<file path="config.mk">
export PLATFORM = sky130hd
export DESIGN_NAME = register_file
export DESIGN_NICKNAME = d
export VERILOG_FILES = /design/src/rtl/register_file.sv
export SDC_FILE = /design/constraint.sdc
export NUM_CORES = 1
export LEC_CHECK = 0
export BUFFER_PORTS_ARGS = -buffer_cell sky130_fd_sc_hd__buf_2
export CAP_MARGIN = 20
export CORE_MARGIN = 3
export CORE_UTILIZATION = 39
export CTS_BUF_LIST = sky130_fd_sc_hd__clkbuf_16
export DETAILED_ROUTE_END_ITERATION = 8
export HOLD_SLACK_MARGIN = 0.12
export PLACE_DENSITY = 0.54
export SLEW_MARGIN = 15
export SYNTH_ARGS = -nofsm -noshare
export SYNTH_HDL_FRONTEND = slang
export SYNTH_HIERARCHICAL = 1
export SYNTH_SLANG_ARGS = --single-unit
</file>
<file path="constraint.sdc">
create_clock -name clk -period 1.25 [get_ports clk]
set_input_delay 0.0625 -clock clk [delete_from_list [all_inputs] [get_ports clk]]
set_output_delay 0.0625 -clock clk [all_outputs]
set_load 0.02 [all_outputs]
</file>
<file path="src/rtl/register_file.sv">
// Register file: one synchronous write port and two combinational read ports.
// Optional write-to-read forwarding is enabled with the REGFILE_BYPASS_EN macro.

module register_we #(
    parameter int WIDTH = 8
) (
    input  logic             clk,
    input  logic             reset,
    input  logic             i_en,
    input  logic [WIDTH-1:0] i_d,
    output logic [WIDTH-1:0] o_q
);
    logic [WIDTH-1:0] r_q;

    always_ff @(posedge clk) begin
        if (reset) begin
            r_q <= '0;
        end else if (i_en) begin
            r_q <= i_d;
        end
    end

    assign o_q = r_q;
endmodule

module register_file #(
    parameter int WIDTH   = 8,
    parameter int ADDR_W  = 3,
    parameter bit ZERO_R0 = 1'b1
) (
    input  logic              clk,
    input  logic              reset,
    input  logic              WE,
    input  logic [ADDR_W-1:0] WA,
    input  logic [WIDTH-1:0]  WD,
    input  logic [ADDR_W-1:0] RA1,
    input  logic [ADDR_W-1:0] RA2,
    output logic [WIDTH-1:0]  RD1,
    output logic [WIDTH-1:0]  RD2
);
    localparam int NREG = 2 ** ADDR_W;

    logic [NREG-1:0]  w_we;
    logic [WIDTH-1:0] w_q [NREG];
    logic [WIDTH-1:0] w_rd1_stored;
    logic [WIDTH-1:0] w_rd2_stored;
    logic             w_ra1_zero;
    logic             w_ra2_zero;

    // One-hot decode gated by WE, so an unknown WA with WE low enables nothing.
    for (genvar i = 0; i < NREG; i++) begin : g_entry
        if (i == 0 && ZERO_R0) begin : g_r0_fixed
            assign w_we[i] = 1'b0;
        end else begin : g_r_normal
            assign w_we[i] = WE && (WA == ADDR_W'(i));
        end

        register_we #(.WIDTH(WIDTH)) u_reg (
            .clk   (clk),
            .reset (reset),
            .i_en  (w_we[i]),
            .i_d   (WD),
            .o_q   (w_q[i])
        );
    end

    // Entry 0 is masked on read as well so it is zero even before the first reset.
    assign w_ra1_zero   = ZERO_R0 && (RA1 == '0);
    assign w_ra2_zero   = ZERO_R0 && (RA2 == '0);
    assign w_rd1_stored = w_ra1_zero ? '0 : w_q[RA1];
    assign w_rd2_stored = w_ra2_zero ? '0 : w_q[RA2];

`ifdef REGFILE_BYPASS_EN
    logic w_fwd1;
    logic w_fwd2;

    assign w_fwd1 = WE && !reset && (WA == RA1) && !w_ra1_zero;
    assign w_fwd2 = WE && !reset && (WA == RA2) && !w_ra2_zero;
    assign RD1    = w_fwd1 ? WD : w_rd1_stored;
    assign RD2    = w_fwd2 ? WD : w_rd2_stored;
`else
    assign RD1 = w_rd1_stored;
    assign RD2 = w_rd2_stored;
`endif
endmodule

</file>
# Word-level counts from Yosys, hierarchy flattened

Cells that the tools add are included.

Order comparisons: 2
Reduce and logical (&&, ||, !) cells: 9
Bitwise operators: 2
Multiplexer cells: 8
Equal/unequal tests: 7

Operator list:

| operator                                                 | count |
|---|---|
| binary-select mux 8 bit (select 3 bit)                   | 2 |
| 2-to-1 mux 8 bit                                         | 6 |
| == test 3 bit, second input constant                     | 4 |
| greater-or-equal comparator 4 bit, second input constant | 2 |
| NOT 3 -> 4 bit                                           | 2 |
| logical AND 1 bit                                        | 7 |
| == test 3 x 2 -> 1 bit, second input constant            | 2 |
| zero test 3 bit                                          | 2 |
| == test 3 x 1 -> 1 bit, second input constant            | 1 |

Register bits after elaboration: 56
Output and inout bits: 16
Bits of input ports: 20

# Depth between registers and ports, before layout

Depth in word-level cells: 5
Gate-level depth with buffers: 6
Depth with buffers taken out: 4

# By module

Netlist, hierarchy kept.

By module, submodules not included:

| module        | times used | area each (um2) | cells an instance |
|---|---|---|---|
| register_we   | 7          | 285.3           | 26 |
| register_file | 1          | 1123.6          | 125 |

# Worst setup path after synthesis

Ideal clock, no wire load.

Kind: input port to output port
From: input port RA1[1]
To: output port RD1[5]
Stages: 5
Path slack: 0.018 ns
Data arrival time: 1.169 ns
Required time: 1.188 ns
Path through: buf_6 > buf_12 > buf_6 > mux2i_1 > a311oi_1

Longest elaborated chain between the ends: 5

Ends and longest elaborated chain:

| item                                                | line | text |
|---|---|---|
| start: declaration                                  | 36   | `input logic [ADDR_W-1:0] RA1,` |
| NOT 3 -> 4 bit (implied by the code)                | 70   | `assign w_rd1_stored = w_ra1_zero ? '0 : w_q[RA1];` |
| binary-select mux 8 bit (select 3 bit)              | 70   |  |
| 2-to-1 mux 8 bit (implied by the code) (2 in a row) | 70   |  |
| 2-to-1 mux 8 bit *                                  | 70   |  |
| end: declaration                                    | 38   | `output logic [WIDTH-1:0] RD1,` |

Mark *: on every way between the ends. The rest lies on a longest branch, timed or not. The select of a mux whose other input is x is not followed.

# Worst setup path after layout

From: register g_entry[3].u_reg.r_q[6]
To: output port RD2[6]

Longest elaborated chain between the ends: 4

Ends and longest elaborated chain:

| item                                                | line | text |
|---|---|---|
| start: declaration                                  | 13   | `logic [WIDTH-1:0] r_q;` |
| start signal: assignment                            | 19   | `r_q <= i_d;` |
| binary-select mux 8 bit (select 3 bit)              | 71   | `assign w_rd2_stored = w_ra2_zero ? '0 : w_q[RA2];` |
| 2-to-1 mux 8 bit (implied by the code) (2 in a row) | 71   |  |
| 2-to-1 mux 8 bit                                    | 71   |  |
| end: declaration                                    | 39   | `output logic [WIDTH-1:0] RD2` |

Every way passes these cells. The select of a mux whose other input is x is not followed.

==> metrics <==
slowest cell on the critical path dfxtp_2; Max-Cap Viols 0; HP Class primary input to flip-flop; DIE AREA 9111 µm²; Horiz. Die Dim 95.45 µm; Worst-Margin Slew 0.5903 ns; DRT iter0 DRCs 110; starting density of the core 41.68%; drt first pass iters 4; H-tree depth 2; synth top area cells dfxtp_1 (36%), mux2i_1 (26%), nor2_1 (7.5%); GRT Total Usage ~21%; Seq cells post-synth 56; Yosys cell types 26; main combinational cell family by area after synthesis multiplexers; CP Class flip-flop to output port; Vert. Die Dim roughly 95 µm; count leader, synth mux2i_1; worst hold slack 0.1278 ns; violated checks negative setup slack; global-route wire length before repair 13.84 mm; post-synthesis compound-gate area fraction 12.19%; Setup Skew 0 ns; Peak VDD IR between 0.4 and 0.5 mV; CP peak stage delay 0.34 ns; Vias 2526; Area Growth Syn to Fin 30.19%; initial antenna violation count 0; Largest register FFs 56; Seq/Total Area, Yosys 35.93%; ys async rst share 0%; critical path data arrival time 1.44 ns; status finished with violations; fin area a little over 4000 µm²; Post-Route WL around 9 mm; post-route setup slack -0.2534 ns; Final min period 1.503 ns; Max-slew headroom 60.47%; xor/xnor cell area share of the yosys netlist 0%; top post-synthesis cells by count mux2i_1 (80), nor2_1 (62), dfxtp_1 (56); Nets just under 400; power per cell area ~1000 nW/µm²; Num CTS Buffers 5; Area after DPL 3540 µm²; Simple-Gate Fraction of Synth Area 11.31%; routed len/inst 19.02 µm; syn nets roughly 330; Ys Warns 6; RePlAce Congestion about 0.82; most used flip-flop cell after synthesis dfxtp_1; Post-synth EDFFs 0; clk_lat worst skew between 0.2 and 0.3 ns; LEAKAGE 1.596 nW; Avg Vias per Cell between 5 and 6; placed insts between 400 and 500; GRT overflow 0; Boundary Pins 36; HPWL Detailed 6.137 mm; Mapped Cells 307; Max Clk Rate between 0.6 and 0.7 GHz; # setup viols final 16; antenna viol nets, final 0; Root Driver clkbuf_16; area of the multi-input gates 1949 µm²; Synth top area share 35.93%; RSZ-0062 raised after global routing yes; Clock Sink Count between 50 and 60; Mapped Area 3120 µm²; final hold violations 0; PortBufs 35; Core Util, Final 54.27%; Final Cycle Share 120.3%; clock slew at reported path FFs roughly 0.08 ns; count of pins over their slew limit 0; Filler cells 684; TritonCTS clock tree built; number of inserted diodes 0; Worst Setup End Kind output port; CP startpoint kind flip-flop; largest net degree at the start of global routing 25; DRC viols 0; vias in the first global route 2498; fin cells 472; Placement Rows 31; adder-cell area share of the yosys netlist 0%; core area between 7000 and 8000 µm²; layout cells sized above 1 42.90%; register area 1155 µm²; worst path cell trace mux2_4, a221oi_4, a221oi_2, buf_4; mux cell area share after synthesis 32.04%; Critical Path Fanout Max 3; Post-Syn Area per Cell 10.16 µm²; Max clock buf depth 2; Synth area leader dfxtp_1; WP data required 1.19 ns
## path summary, 6_finish.rpt
check / startpoint / end / slack, ns / depth (start not counted)
worst min register to register: g_entry[6].u_reg/o_q[7] / g_entry[6].u_reg/o_q[7] / 0.51 / 2
worst max-delay path: g_entry[3].u_reg/o_q[6] / RD2[6] / -0.25 / 4
worst max register to register: g_entry[1].u_reg/o_q[0] / g_entry[1].u_reg/o_q[0] / 0.51 / 3
worst min-delay path: WD[3] / g_entry[3].u_reg/o_q[3] / 0.13 / 3
## cells by family after synthesis
group           Yosys count
mux                      96
buf+inv                  32
compound gates           41
flops                    56
simple gates             82
## power breakdown
group          total (mW)  internal [mW]  switching (mW)  leakage [nW]
registers            1.86           1.82          0.0308         0.466
clock network        1.45          0.749           0.704        0.0660
logic               0.744          0.338           0.407          1.06
## layout make-up
class                           instances  area share (%)
Timing Repair Buffer                   89           16.78
Multi-Input combinational cell        219           47.98
Clock inverter                          3          0.5852
Sequential cell                        56           28.43
Inverter                                1         0.09239
Tap cell                               99           3.049
Clock buffer                            5           3.080
## placed cells by master, fill, tap and decap left out, types with 2 or more instances in the layout
cell / n
mux2i_1: 80
nand2_1: 3
a211oi_1: 8
buf_12: 5
nand2b_1: 4
nor2_1: 62
mux2_2: 4
dlygate4sd3_1: 6
a311oi_2: 3
mux2_4: 12
a221oi_2: 12
clkinvlp_4: 2
clkbuf_16: 5
dfxtp_2: 27
a221oi_4: 7
dfxtp_1: 29
nor2b_1: 9
buf_2: 27
a221oi_1: 3
a311oi_1: 5
buf_4: 50
## metrics by stage
step,worst slack [ns],TNS (ns),power (mW)
after detailed placement,-0.1400,-1.419,2.534
after floorplan,0.01818,0,2.296
after global routing,-0.2968,-4.116,4.199
final,-0.2534,-3.295,4.052
after global placement,-0.1508,-1.490,2.531
after CTS,-0.2531,-3.268,4.037
## worst max-delay path, delay by kind of cell, from the launching register on
family                 cells  cell delay, ns
AO/OA/AOI/OAI              2            0.35
flip-flops                 1            0.34
multiplexers               1            0.27
buffers and inverters      1            0.19
## routing by layer
| metal | global-route usage (%) | up-vias | wire length [µm] |
|---|---|---|---|
| met5 | 0 | - | 0 |
| met4 | 5.095 | 0 | 72 |
| met3 | 2.920 | 5 | 366 |
| met2 | 34.99 | 52 | 4330 |
| met1 | 27.29 | 1223 | 4206 |
| li1 | - | 1246 | - |
## repair_timing
action	CTS	global route
gates resized for setup	47	21
hold buffers	6	0
cloned	0	0
pin swaps	7	7
setup endpoints to repair	16	16
buffers inserted	5	1
endpoints found under the hold margin	30	0
No activity file was read; power rests on OpenSTA's default activity.
